## src/rtl/mem_stage_ctrl_if.sv

```systemverilog
`default_nettype none
//==== mem_stage_ctrl_if : EX/MEM-side and data-memory-side signals of the memory stage. Rev 1.0 ====
interface mem_stage_ctrl_if #(
  parameter int ADDR_W = 32
);
  logic [1:0]        op_in;
  logic [5:0]        op3_in;
  logic [63:0]       addr_in;
  logic [63:0]       wdata_in;
  logic              mem_ready;
  logic [63:0]       ld_data;
  logic              ld_valid;
  logic              misalign;
  logic              dmem_req;
  logic              dmem_we;
  logic [ADDR_W-1:0] dmem_addr;
  logic [3:0]        dmem_be;
  logic [31:0]       dmem_wdata;
  logic              dmem_ack;
  logic [31:0]       dmem_rdata;

  modport master (
    input  op_in, op3_in, addr_in, wdata_in, dmem_ack, dmem_rdata,
    output mem_ready, ld_data, ld_valid, misalign,
           dmem_req, dmem_we, dmem_addr, dmem_be, dmem_wdata
  );

  modport slave (
    output op_in, op3_in, addr_in, wdata_in, dmem_ack, dmem_rdata,
    input  mem_ready, ld_data, ld_valid, misalign,
           dmem_req, dmem_we, dmem_addr, dmem_be, dmem_wdata
  );
endinterface
`default_nettype wire

```

## src/rtl/mem_stage_ctrl.sv

```systemverilog
`default_nettype none
//==== mem_stage_ctrl : memory-stage sequencer for SPARC format-3 loads/stores (LDD/STD in two beats). Rev 1.0 ====
module mem_stage_ctrl #(
  parameter int ADDR_W = 32,
  parameter int BUS_W  = 32
) (
  input  wire logic         clk_i,
  input  wire logic         rst_i,
  mem_stage_ctrl_if.master  mem_if
);

  localparam logic [1:0] S_IDLE = 2'd0;
  localparam logic [1:0] S_ACC0 = 2'd1;
  localparam logic [1:0] S_ACC1 = 2'd2;
  localparam logic [1:0] S_DONE = 2'd3;

  localparam logic [1:0] SZ_B = 2'd0;
  localparam logic [1:0] SZ_H = 2'd1;
  localparam logic [1:0] SZ_W = 2'd2;
  localparam logic [1:0] SZ_D = 2'd3;

  logic [1:0]        state_q, state_d;
  logic [ADDR_W-1:0] addr_q;
  logic [3:0]        be_q;
  logic [BUS_W-1:0]  wdata_q;
  logic              we_q;
  logic [31:0]       hi_q;
  logic [63:0]       ld_data_q;
  logic              ld_flag_q;
  logic              mis_q;

  logic              w_supported, w_is_st, w_signed, w_misalign;
  logic [1:0]        w_size;
  logic [3:0]        w_be;
  logic [BUS_W-1:0]  w_wdata0;
  logic [BUS_W-1:0]  w_rdata;
  logic [7:0]        w_lane_b;
  logic [15:0]       w_lane_h;
  logic [31:0]       w_ld_ext;
  logic              w_ack;
  logic              w_req, w_ready, w_ld_valid, w_misalign_p;
  logic              w_unused;

  assign w_rdata  = mem_if.dmem_rdata;
  assign w_ack    = mem_if.dmem_ack;
  assign w_unused = ^mem_if.addr_in[63:ADDR_W];

  always_comb begin
    w_supported = 1'b0;
    w_is_st     = 1'b0;
    w_signed    = 1'b0;
    w_size      = SZ_W;
    if (mem_if.op_in == 2'b11) begin
      case (mem_if.op3_in)
        6'b000000: begin w_supported = 1'b1; w_size = SZ_W; end
        6'b000001: begin w_supported = 1'b1; w_size = SZ_B; end
        6'b000010: begin w_supported = 1'b1; w_size = SZ_H; end
        6'b000011: begin w_supported = 1'b1; w_size = SZ_D; end
        6'b001001: begin w_supported = 1'b1; w_size = SZ_B; w_signed = 1'b1; end
        6'b001010: begin w_supported = 1'b1; w_size = SZ_H; w_signed = 1'b1; end
        6'b000100: begin w_supported = 1'b1; w_size = SZ_W; w_is_st = 1'b1; end
        6'b000101: begin w_supported = 1'b1; w_size = SZ_B; w_is_st = 1'b1; end
        6'b000110: begin w_supported = 1'b1; w_size = SZ_H; w_is_st = 1'b1; end
        6'b000111: begin w_supported = 1'b1; w_size = SZ_D; w_is_st = 1'b1; end
        default: ;
      endcase
    end
  end

  // Alignment, byte lanes and replicated first-beat store data.
  always_comb begin
    w_misalign = 1'b0;
    w_be       = 4'b1111;
    w_wdata0   = mem_if.wdata_in[31:0];
    case (w_size)
      SZ_B: begin
        w_be     = 4'b1000 >> mem_if.addr_in[1:0];
        w_wdata0 = {4{mem_if.wdata_in[7:0]}};
      end
      SZ_H: begin
        w_misalign = mem_if.addr_in[0];
        w_be       = 4'b1100 >> mem_if.addr_in[1:0];
        w_wdata0   = {2{mem_if.wdata_in[15:0]}};
      end
      SZ_W: w_misalign = (mem_if.addr_in[1:0] != 2'b00);
      SZ_D: begin
        w_misalign = (mem_if.addr_in[2:0] != 3'b000);
        w_wdata0   = mem_if.wdata_in[63:32];
      end
      default: ;
    endcase
  end

  // Byte offset k lives at rdata[31-8k -: 8], hence the inverted offset as shift.
  assign w_lane_b = 8'(w_rdata >> {~mem_if.addr_in[1:0], 3'b000});
  assign w_lane_h = 16'(w_rdata >> {~mem_if.addr_in[1], 4'b0000});

  always_comb begin
    case (w_size)
      SZ_B:    w_ld_ext = {{24{w_signed & w_lane_b[7]}}, w_lane_b};
      SZ_H:    w_ld_ext = {{16{w_signed & w_lane_h[15]}}, w_lane_h};
      default: w_ld_ext = w_rdata;
    endcase
  end

  always_ff @(posedge clk_i or posedge rst_i) begin
    if (rst_i) state_q <= S_IDLE;
    else       state_q <= state_d;
  end

  always_comb begin
    state_d = state_q;
    case (state_q)
      S_IDLE: if (w_supported) state_d = w_misalign ? S_DONE : S_ACC0;
      S_ACC0: if (w_ack) state_d = (w_size == SZ_D) ? S_ACC1 : S_DONE;
      S_ACC1: if (w_ack) state_d = S_DONE;
      S_DONE: state_d = S_IDLE;
      default: state_d = S_IDLE;
    endcase
  end

  always_comb begin
    w_req        = 1'b0;
    w_ready      = 1'b0;
    w_ld_valid   = 1'b0;
    w_misalign_p = 1'b0;
    case (state_q)
      S_IDLE: w_ready = ~w_supported;
      S_ACC0, S_ACC1: w_req = 1'b1;
      S_DONE: begin
        w_ready      = 1'b1;
        w_ld_valid   = ld_flag_q;
        w_misalign_p = mis_q;
      end
      default: ;
    endcase
  end

  always_ff @(posedge clk_i or posedge rst_i) begin
    if (rst_i) begin
      addr_q    <= '0;
      be_q      <= '0;
      wdata_q   <= '0;
      we_q      <= 1'b0;
      hi_q      <= '0;
      ld_data_q <= '0;
      ld_flag_q <= 1'b0;
      mis_q     <= 1'b0;
    end else begin
      case (state_q)
        S_IDLE: begin
          if (w_supported) begin
            if (w_misalign) begin
              mis_q <= 1'b1;
            end else begin
              addr_q  <= mem_if.addr_in[ADDR_W-1:0];
              be_q    <= w_be;
              wdata_q <= w_wdata0;
              we_q    <= w_is_st;
            end
          end
        end
        S_ACC0: begin
          if (w_ack) begin
            if (w_size == SZ_D) begin
              addr_q  <= addr_q + ADDR_W'(4);
              wdata_q <= mem_if.wdata_in[31:0];
              hi_q    <= w_rdata;
            end else if (!w_is_st) begin
              ld_data_q <= {32'h0, w_ld_ext};
              ld_flag_q <= 1'b1;
            end
          end
        end
        S_ACC1: begin
          if (w_ack && !w_is_st) begin
            ld_data_q <= {hi_q, w_rdata};
            ld_flag_q <= 1'b1;
          end
        end
        S_DONE: begin
          ld_flag_q <= 1'b0;
          mis_q     <= 1'b0;
        end
        default: ;
      endcase
    end
  end

  assign mem_if.mem_ready  = w_ready;
  assign mem_if.dmem_req   = w_req;
  assign mem_if.dmem_we    = we_q;
  assign mem_if.dmem_addr  = addr_q;
  assign mem_if.dmem_be    = be_q;
  assign mem_if.dmem_wdata = wdata_q;
  assign mem_if.ld_data    = ld_data_q;
  assign mem_if.ld_valid   = w_ld_valid;
  assign mem_if.misalign   = w_misalign_p;

endmodule
`default_nettype wire

```

## src/flat_wrapper.sv

```systemverilog
// flat-port wrapper written by rule: the top's interface ports become plain ports
module mem_stage_ctrl_flat 
#(
  parameter int ADDR_W = 32,
  parameter int BUS_W  = 32
)
  (clk_i, rst_i, mem_if_op_in, mem_if_op3_in, mem_if_addr_in, mem_if_wdata_in, mem_if_dmem_ack, mem_if_dmem_rdata, mem_if_mem_ready, mem_if_ld_data, mem_if_ld_valid, mem_if_misalign, mem_if_dmem_req, mem_if_dmem_we, mem_if_dmem_addr, mem_if_dmem_be, mem_if_dmem_wdata);
  mem_stage_ctrl_if #(.ADDR_W(ADDR_W)) mem_if_i ();
  input  wire logic clk_i;
  input  wire logic rst_i;
  input wire logic [$bits(mem_if_i.op_in)-1:0] mem_if_op_in;
  input wire logic [$bits(mem_if_i.op3_in)-1:0] mem_if_op3_in;
  input wire logic [$bits(mem_if_i.addr_in)-1:0] mem_if_addr_in;
  input wire logic [$bits(mem_if_i.wdata_in)-1:0] mem_if_wdata_in;
  input wire logic [$bits(mem_if_i.dmem_ack)-1:0] mem_if_dmem_ack;
  input wire logic [$bits(mem_if_i.dmem_rdata)-1:0] mem_if_dmem_rdata;
  output wire logic [$bits(mem_if_i.mem_ready)-1:0] mem_if_mem_ready;
  output wire logic [$bits(mem_if_i.ld_data)-1:0] mem_if_ld_data;
  output wire logic [$bits(mem_if_i.ld_valid)-1:0] mem_if_ld_valid;
  output wire logic [$bits(mem_if_i.misalign)-1:0] mem_if_misalign;
  output wire logic [$bits(mem_if_i.dmem_req)-1:0] mem_if_dmem_req;
  output wire logic [$bits(mem_if_i.dmem_we)-1:0] mem_if_dmem_we;
  output wire logic [$bits(mem_if_i.dmem_addr)-1:0] mem_if_dmem_addr;
  output wire logic [$bits(mem_if_i.dmem_be)-1:0] mem_if_dmem_be;
  output wire logic [$bits(mem_if_i.dmem_wdata)-1:0] mem_if_dmem_wdata;
  assign mem_if_i.op_in = mem_if_op_in;
  assign mem_if_i.op3_in = mem_if_op3_in;
  assign mem_if_i.addr_in = mem_if_addr_in;
  assign mem_if_i.wdata_in = mem_if_wdata_in;
  assign mem_if_i.dmem_ack = mem_if_dmem_ack;
  assign mem_if_i.dmem_rdata = mem_if_dmem_rdata;
  assign mem_if_mem_ready = mem_if_i.mem_ready;
  assign mem_if_ld_data = mem_if_i.ld_data;
  assign mem_if_ld_valid = mem_if_i.ld_valid;
  assign mem_if_misalign = mem_if_i.misalign;
  assign mem_if_dmem_req = mem_if_i.dmem_req;
  assign mem_if_dmem_we = mem_if_i.dmem_we;
  assign mem_if_dmem_addr = mem_if_i.dmem_addr;
  assign mem_if_dmem_be = mem_if_i.dmem_be;
  assign mem_if_dmem_wdata = mem_if_i.dmem_wdata;
  mem_stage_ctrl #(.ADDR_W(ADDR_W), .BUS_W(BUS_W)) u_core (.clk_i(clk_i), .rst_i(rst_i), .mem_if(mem_if_i));
endmodule
```

## config.mk

```make
export PLATFORM = sky130hd
export DESIGN_NAME = mem_stage_ctrl_flat
export DESIGN_NICKNAME = d
export VERILOG_FILES = /design/src/rtl/mem_stage_ctrl_if.sv /design/src/rtl/mem_stage_ctrl.sv /design/src/flat_wrapper.sv
export SDC_FILE = /design/constraint.sdc
export NUM_CORES = 1
export LEC_CHECK = 0
export ABC_AREA = 1
export CORE_MARGIN = 2
export CORE_UTILIZATION = 25
export DETAILED_ROUTE_END_ITERATION = 7
export SYNTH_ARGS = -nofsm -noshare
export SYNTH_HDL_FRONTEND = slang
export SYNTH_SLANG_ARGS = --single-unit
```

## constraint.sdc

```tcl
create_clock -name clk_i -period 6.5 [get_ports clk_i]
set_input_delay 1.3 -clock clk_i [delete_from_list [all_inputs] [get_ports clk_i]]
set_output_delay 1.3 -clock clk_i [all_outputs]
set_load 0.02 [all_outputs]
```

==> results of run 1 <==
[state kept, by name, summed over array words and instances, names as in the netlist]
| signal | flops |
|---|---|
| u_core.mem_if.dmem_wdata | 32 |
| u_core.mem_if.dmem_we | 1 |
| u_core.ld_flag_q | 1 |
| u_core.hi_q | 32 |
| u_core.mis_q | 1 |
| u_core.mem_if.dmem_addr | 32 |
| u_core.mem_if.ld_data | 64 |
| u_core.state_q | 2 |
| u_core.mem_if.dmem_be | 4 |
[worst min-delay path, cell delays in order (launching register included)]
cell,delay [ns]
dfrtp_1,0.35
nand2_1,0.05
nand2_1,0.04
[power by group through the flow]
stage / Sequential [W] / Clock, W / Combinational (W)
floorplan: 0.00196 / 0 / 0.00114
global placement: 0.00166 / 0 / 0.00249
detailed placement: 0.00167 / 0 / 0.00252
CTS: 0.00166 / 0.00106 / 0.00253
global route: 0.00171 / 0.00110 / 0.00274
finish: 0.00166 / 0.00103 / 0.00249
[layer usage]
metal / GRT usage / vias to the layer above / routed length, um
li1: - / 4880 / -
met1: 0.243 / 4639 / 16900
met2: 0.275 / 277 / 16700
met3: 0.0321 / 38 / 1780
met4: 0.0525 / 0 / 653
met5: 0 / - / 0
[layout by cell type, fill, tap and decap left out, types with 3 or more instances in the layout]
master	instances
nand2_2	5
xor2_1	5
inv_2	10
diode_2	3
ha_1	6
nor3_1	10
o21ai_0	119
buf_4	9
inv_6	5
inv_1	82
xnor2_1	3
nand3_2	3
nor2_2	6
mux2_2	12
nand3_1	124
clkbuf_16	17
a21oi_1	66
nor2_4	4
nand4_1	6
nor2_1	97
clkinv_4	3
o21ai_1	7
clkdlybuf4s50_1	275
dfrtp_1	169
nand2_4	5
o31ai_1	3
nand3b_1	7
o211ai_1	11
nand2_1	522
o21a_1	5
[cells by family after synthesis]
group,after synthesis,share of synthesized area
buffers and inverters,162,0.0730
multiplexers,12,0.0138
adder cells (fa/ha/maj),6,0.00769
AO/OA/AOI/OAI,216,0.118
XOR/XNOR,8,0.00717
flip-flops,169,0.433
AND/OR/NAND/NOR,796,0.348
[final cells by class]
type,instances,area (um2),area share
clock buffer,20,447,0.0332
multi-input combinational,1038,4820,0.358
clock inverter,12,129,0.00958
inverter,93,354,0.0263
antenna,3,7.51,0.000558
tap,518,648,0.0482
timing repair buffer,284,2820,0.210
sequential,169,4230,0.314
[path summary, 6_finish.rpt]
path                                             start                           to  slack [ns]  cells past startpoint
hold reg to reg            u_core.mem_if.dmem_wdata[5]  u_core.mem_if.dmem_wdata[5]        0.47                      2
hold / removal             u_core.mem_if.dmem_wdata[5]  u_core.mem_if.dmem_wdata[5]        0.47                      2
setup / recovery                       mem_if_op_in[0]             mem_if_mem_ready        1.66                      9
max in group asynchronous                        rst_i  u_core.mem_if.dmem_addr[26]        3.96                      3
min in group asynchronous                        rst_i    u_core.mem_if.ld_data[55]        1.33                      2
setup reg to reg                     u_core.state_q[1]  u_core.mem_if.dmem_addr[27]        3.06                     10
[metrics by stage]
stage | total power, W | util | worst slack [ns] | cell area [um2]
floorplan | 0.00310 | - | 0.625 | 9770
global placement | 0.00416 | 0.333 | 1.66 | 12900
detailed placement | 0.00419 | 0.333 | 1.68 | 12900
CTS | 0.00524 | 0.348 | 1.68 | 13500
global route | 0.00554 | 0.348 | 1.58 | 13500
finish | 0.00519 | 0.348 | 1.66 | 13500
==> results.py, run 1 <==
metrics = {
    "power_and_ir_drop": {
        "p_leak_nw": 6.09,
        "pwr-share-seq": 0.320,
        "p_clk_frac": 0.200,
        "netSwitchingPower_w": 0.00230,
        "p_int_w": 0.00289,
        "ir_worst_vdd_uv": 202,
        "comb_power_share": 0.481,
        "switching_share": 0.443,
        "p_per_area_nw_per_um2": 385,
    },
    "critical_path": {
        "cp.arrival_ns": 3.54,
        "path_delay_family": "buffers and inverters",
        "cp_max_fo": 5,
        "path_class": "in -> out",
        "cp_slowest_stage_delay_ns": 0.67,
        "path_buf_inv": 3,
        "required_ns": 5.20,
        "cp_slowest_cell": "clkdlybuf4s50_1",
        "critPathLaunchType": "input pin",
        "crit_chain": "clkdlybuf4s50_1 -> nand2_1 -> inv_2 -> nand3_1 -> nor2_4 -> a21oi_2 -> nand2_2 -> a21oi_1 -> clkdlybuf4s50_1",
        "worst_setup_path_end_kind": "primary output",
        "path_common_cell": "clkdlybuf4s50_1",
    },
    "floorplan": {
        "ios": 308,
        "die_x_um": 202,
        "die_area_um2": 40700,
        "fp.coreArea_um2": 38600,
        "die_h_um": 202,
        "start_util": 0.253,
        "core.rowCount": 72,
    },
    "timing": {
        "maxSlewViolCount": 0,
        "tns_ns": 0,
        "setup_violations": 0,
        "max_slew.worst_pin.slew_ns": 0.930,
        "fin_crit_ns": 4.84,
        "rsz0062_at_grt": "false",
        "hold_ws_ns": 0.474,
        "maxSlewHeadroom": 0.379,
        "hold_viol": 0,
        "fmax_mhz": 207,
        "finClkSkew_ns": 0.0143,
        "min_period_over_period": 0.744,
    },
    "yosys": {
        "ys_seq_area_frac": 0.433,
        "syn_inst": 1369,
        "ys_ff_latch": 169,
        "ys.flop_type": "dfrtp_1",
        "synthTopCellsByCount": "nand2_1 (522), dfrtp_1 (169), nand3_1 (124)",
        "yosysWarnings": 0,
        "yosys-top-cells-area": "dfrtp_1 (43%), nand2_1 (20%), nand3_1 (6.4%)",
        "async_flop_share": 1.00,
        "synth_fp_nets": 1546,
        "synth_top_cell_by_area": "dfrtp_1",
        "syn_area_um2": 9770,
        "synth.most_common_cell": "nand2_1",
        "postSynthAreaPerCell_um2": 7.13,
        "synth_top_area_share": 0.433,
        "synth_edf_count": 0,
        "ys_types": 38,
    },
    "global_routing": {
        "grt_pass1_vias": 9148,
        "grt_pass1_wl_um": 55100,
        "gr-total-overflow": 0,
        "track_usage": 0.175,
        "antenna_found_initial": 3,
        "grt_start_max_net_pins": 93,
    },
    "clock_network": {
        "cts.sink_count": 169,
        "clk_pin_slew_ns": 0.07,
        "cts-hold-fix-buffers": 0,
        "cts_resized": 0,
        "cts_tree": "done",
        "numCtsBuffers": 17,
        "cts_setup_buffers": 0,
        "clkLatencyLatePin_ns": 0.45,
        "clockBufferDepth": 2,
        "clockRootBuffer": "clkbuf_16",
        "ctsHtreeMaxLevel": 4,
    },
    "job": {
        "drv_cap": 0,
    },
    "status": {
        "status": "finished, final reports clean",
    },
    "placed_design": {
        "portBuffers": 275,
        "dp.cells": 2102,
        "globalplace.congestion": 0.880,
        "hpwlAfterDp_um": 26200,
    },
    "routing": {
        "dr_total_vias": 9834,
        "drc_errors": 0,
        "drt-initial-drc-count": 719,
        "routed_wl_um": 36000,
        "post_drt_via_cell_ratio": 4.60,
        "first_pass_iters": 5,
        "wl_per_cell_um": 16.9,
        "final_antenna_net_count": 0,
    },
    "min_path": {
        "hp-class": "reg -> reg",
    },
    "layout": {
        "nNetsFinal": 1780,
        "area_growth_pct": 37.8,
        "fin_cells": 2137,
        "fillers": 4029,
        "drive_gt1_frac": 0.0582,
    },
}
Power figures use the tool's default switching activity.
==> inputs of run 2 (changes only) <==
- clock period: 6.5 -> 4.6 ns (I/O delays scaled with it)
==> results.py, run 2 (synthesis results as in run 1) <==
metrics = {
    "status": {
        "status": "finished, final reports clean",
    },
    "critical_path": {
        "crit_chain": "clkdlybuf4s50_1 -> nand2_1 -> inv_2 -> nand3_1 -> nor2_4 -> a21oi_2 -> nand2_2 -> a21oi_1 -> clkdlybuf4s50_1",
        "worst_setup_path_end_kind": "primary output",
        "critPathLaunchType": "input pin",
        "cp.arrival_ns": 3.17,
        "required_ns": 3.68,
        "path_delay_family": "buffers and inverters",
        "cp_max_fo": 5,
        "path_class": "in -> out",
        "path_buf_inv": 3,
        "cp_slowest_stage_delay_ns": 0.67,
        "cp_slowest_cell": "clkdlybuf4s50_1",
        "path_common_cell": "clkdlybuf4s50_1",
    },
    "power_and_ir_drop": {
        "p_leak_nw": 6.13,
        "p_per_area_nw_per_um2": 542,
        "pwr-share-seq": 0.319,
        "comb_power_share": 0.484,
        "ir_worst_vdd_uv": 342,
        "netSwitchingPower_w": 0.00329,
        "p_int_w": 0.00404,
        "p_clk_frac": 0.197,
        "switching_share": 0.449,
    },
    "clock_network": {
        "clk_pin_slew_ns": 0.07,
        "cts_setup_buffers": 0,
        "numCtsBuffers": 17,
        "cts.sink_count": 169,
        "ctsHtreeMaxLevel": 4,
        "cts-hold-fix-buffers": 0,
        "clkLatencyLatePin_ns": 0.45,
        "cts_tree": "done",
        "cts_resized": 0,
        "clockRootBuffer": "clkbuf_16",
        "clockBufferDepth": 2,
    },
    "timing": {
        "min_period_over_period": 0.888,
        "setup_violations": 0,
        "fin_crit_ns": 4.09,
        "finClkSkew_ns": 0.0166,
        "hold_viol": 0,
        "maxSlewViolCount": 0,
        "maxSlewHeadroom": 0.317,
        "rsz0062_at_grt": "false",
        "max_slew.worst_pin.slew_ns": 1.02,
        "tns_ns": 0,
        "hold_ws_ns": 0.472,
        "fmax_mhz": 245,
    },
    "job": {
        "drv_cap": 0,
    },
    "routing": {
        "wl_per_cell_um": 16.8,
        "routed_wl_um": 36100,
        "final_antenna_net_count": 0,
        "first_pass_iters": 7,
        "drt-initial-drc-count": 762,
        "drc_errors": 0,
        "post_drt_via_cell_ratio": 4.62,
        "dr_total_vias": 9888,
    },
    "floorplan": {
        "die_area_um2": 40700,
        "die_x_um": 202,
        "core.rowCount": 72,
        "fp.coreArea_um2": 38600,
        "ios": 308,
        "die_h_um": 202,
        "start_util": 0.253,
    },
    "global_routing": {
        "track_usage": 0.176,
        "gr-total-overflow": 0,
        "grt_start_max_net_pins": 93,
        "grt_pass1_wl_um": 55600,
        "antenna_found_initial": 3,
        "grt_pass1_vias": 9410,
    },
    "layout": {
        "area_growth_pct": 38.5,
        "largest_register_ffs": 64,
        "drive_gt1_frac": 0.0623,
        "nNetsFinal": 1786,
        "final_common_cell": "nand2_1",
        "fin_cells": 2142,
        "stdcell_area_um2": 13500,
        "final_cell_mix": "nand2_1 (522), clkdlybuf4s50_1 (275), dfrtp_1 (169)",
    },
    "placed_design": {
        "globalplace.congestion": 0.893,
        "dp.cells": 2108,
        "portBuffers": 275,
        "placed_cell_area_um2": 12900,
        "hpwlAfterDp_um": 26800,
    },
    "min_path": {
        "hp-class": "reg -> reg",
    },
}
## run 2: worst register-to-register path, cell delays in order (launching register included)
cell     delay, ns
dfrtp_1       0.42
inv_1         0.10
ha_1          0.54
inv_2         0.25
buf_4         0.71
nand2_1       0.19
inv_2         0.37
nand2_1       0.09
o21ai_0       0.10
nand3_1       0.10
nand2_1       0.09
## run 2: power groups by stage
stage          Clock [W]  Combinational (W)  Sequential (W)
6_report         0.00145            0.00355         0.00234
2_1_floorplan          0            0.00162         0.00276
3_3_place_gp           0            0.00354         0.00235
5_1_grt          0.00154            0.00390         0.00241
3_5_place_dp           0            0.00358         0.00236
4_1_cts          0.00148            0.00360         0.00234
## run 2: cell type report
cell class	count	area [um2]
fill	4034	25100
sequential	169	4230
inverter	93	353
clock inverter	14	151
clock buffer	17	425
timing repair buffer	290	2890
antenna	3	7.51
multi-input combinational	1038	4820
tap	518	648
## run 2: stage by stage
step / util / power (W) / setup WS, ns
floorplan: - / 0.00438 / 1.53
global placement: 0.335 / 0.00589 / 0.518
detailed placement: 0.335 / 0.00594 / 0.516
CTS: 0.350 / 0.00742 / 0.513
global route: 0.350 / 0.00785 / 0.411
finish: 0.350 / 0.00733 / 0.513
## run 2: worst paths after layout
check | start | endpoint | slack [ns] | cells past startpoint
min in group asynchronous | rst_i | u_core.mem_if.ld_data[41] | 0.97 | 2
worst min register to register | u_core.mem_if.dmem_wdata[5] | u_core.mem_if.dmem_wdata[5] | 0.47 | 2
worst max register to register | u_core.state_q[1] | u_core.mem_if.dmem_wdata[4] | 1.60 | 10
worst min-delay path | u_core.mem_if.dmem_wdata[5] | u_core.mem_if.dmem_wdata[5] | 0.47 | 2
max in group asynchronous | rst_i | u_core.mem_if.dmem_wdata[0] | 2.80 | 3
worst max-delay path | mem_if_op_in[0] | mem_if_mem_ready | 0.51 | 9
## run 2: routing by layer
layer	global-route usage	vias to the layer above	wire length [um]
li1	-	4884	-
met1	0.241	4634	16500
met2	0.272	319	16400
met3	0.0366	51	2160
met4	0.0667	0	1030
met5	0	-	0
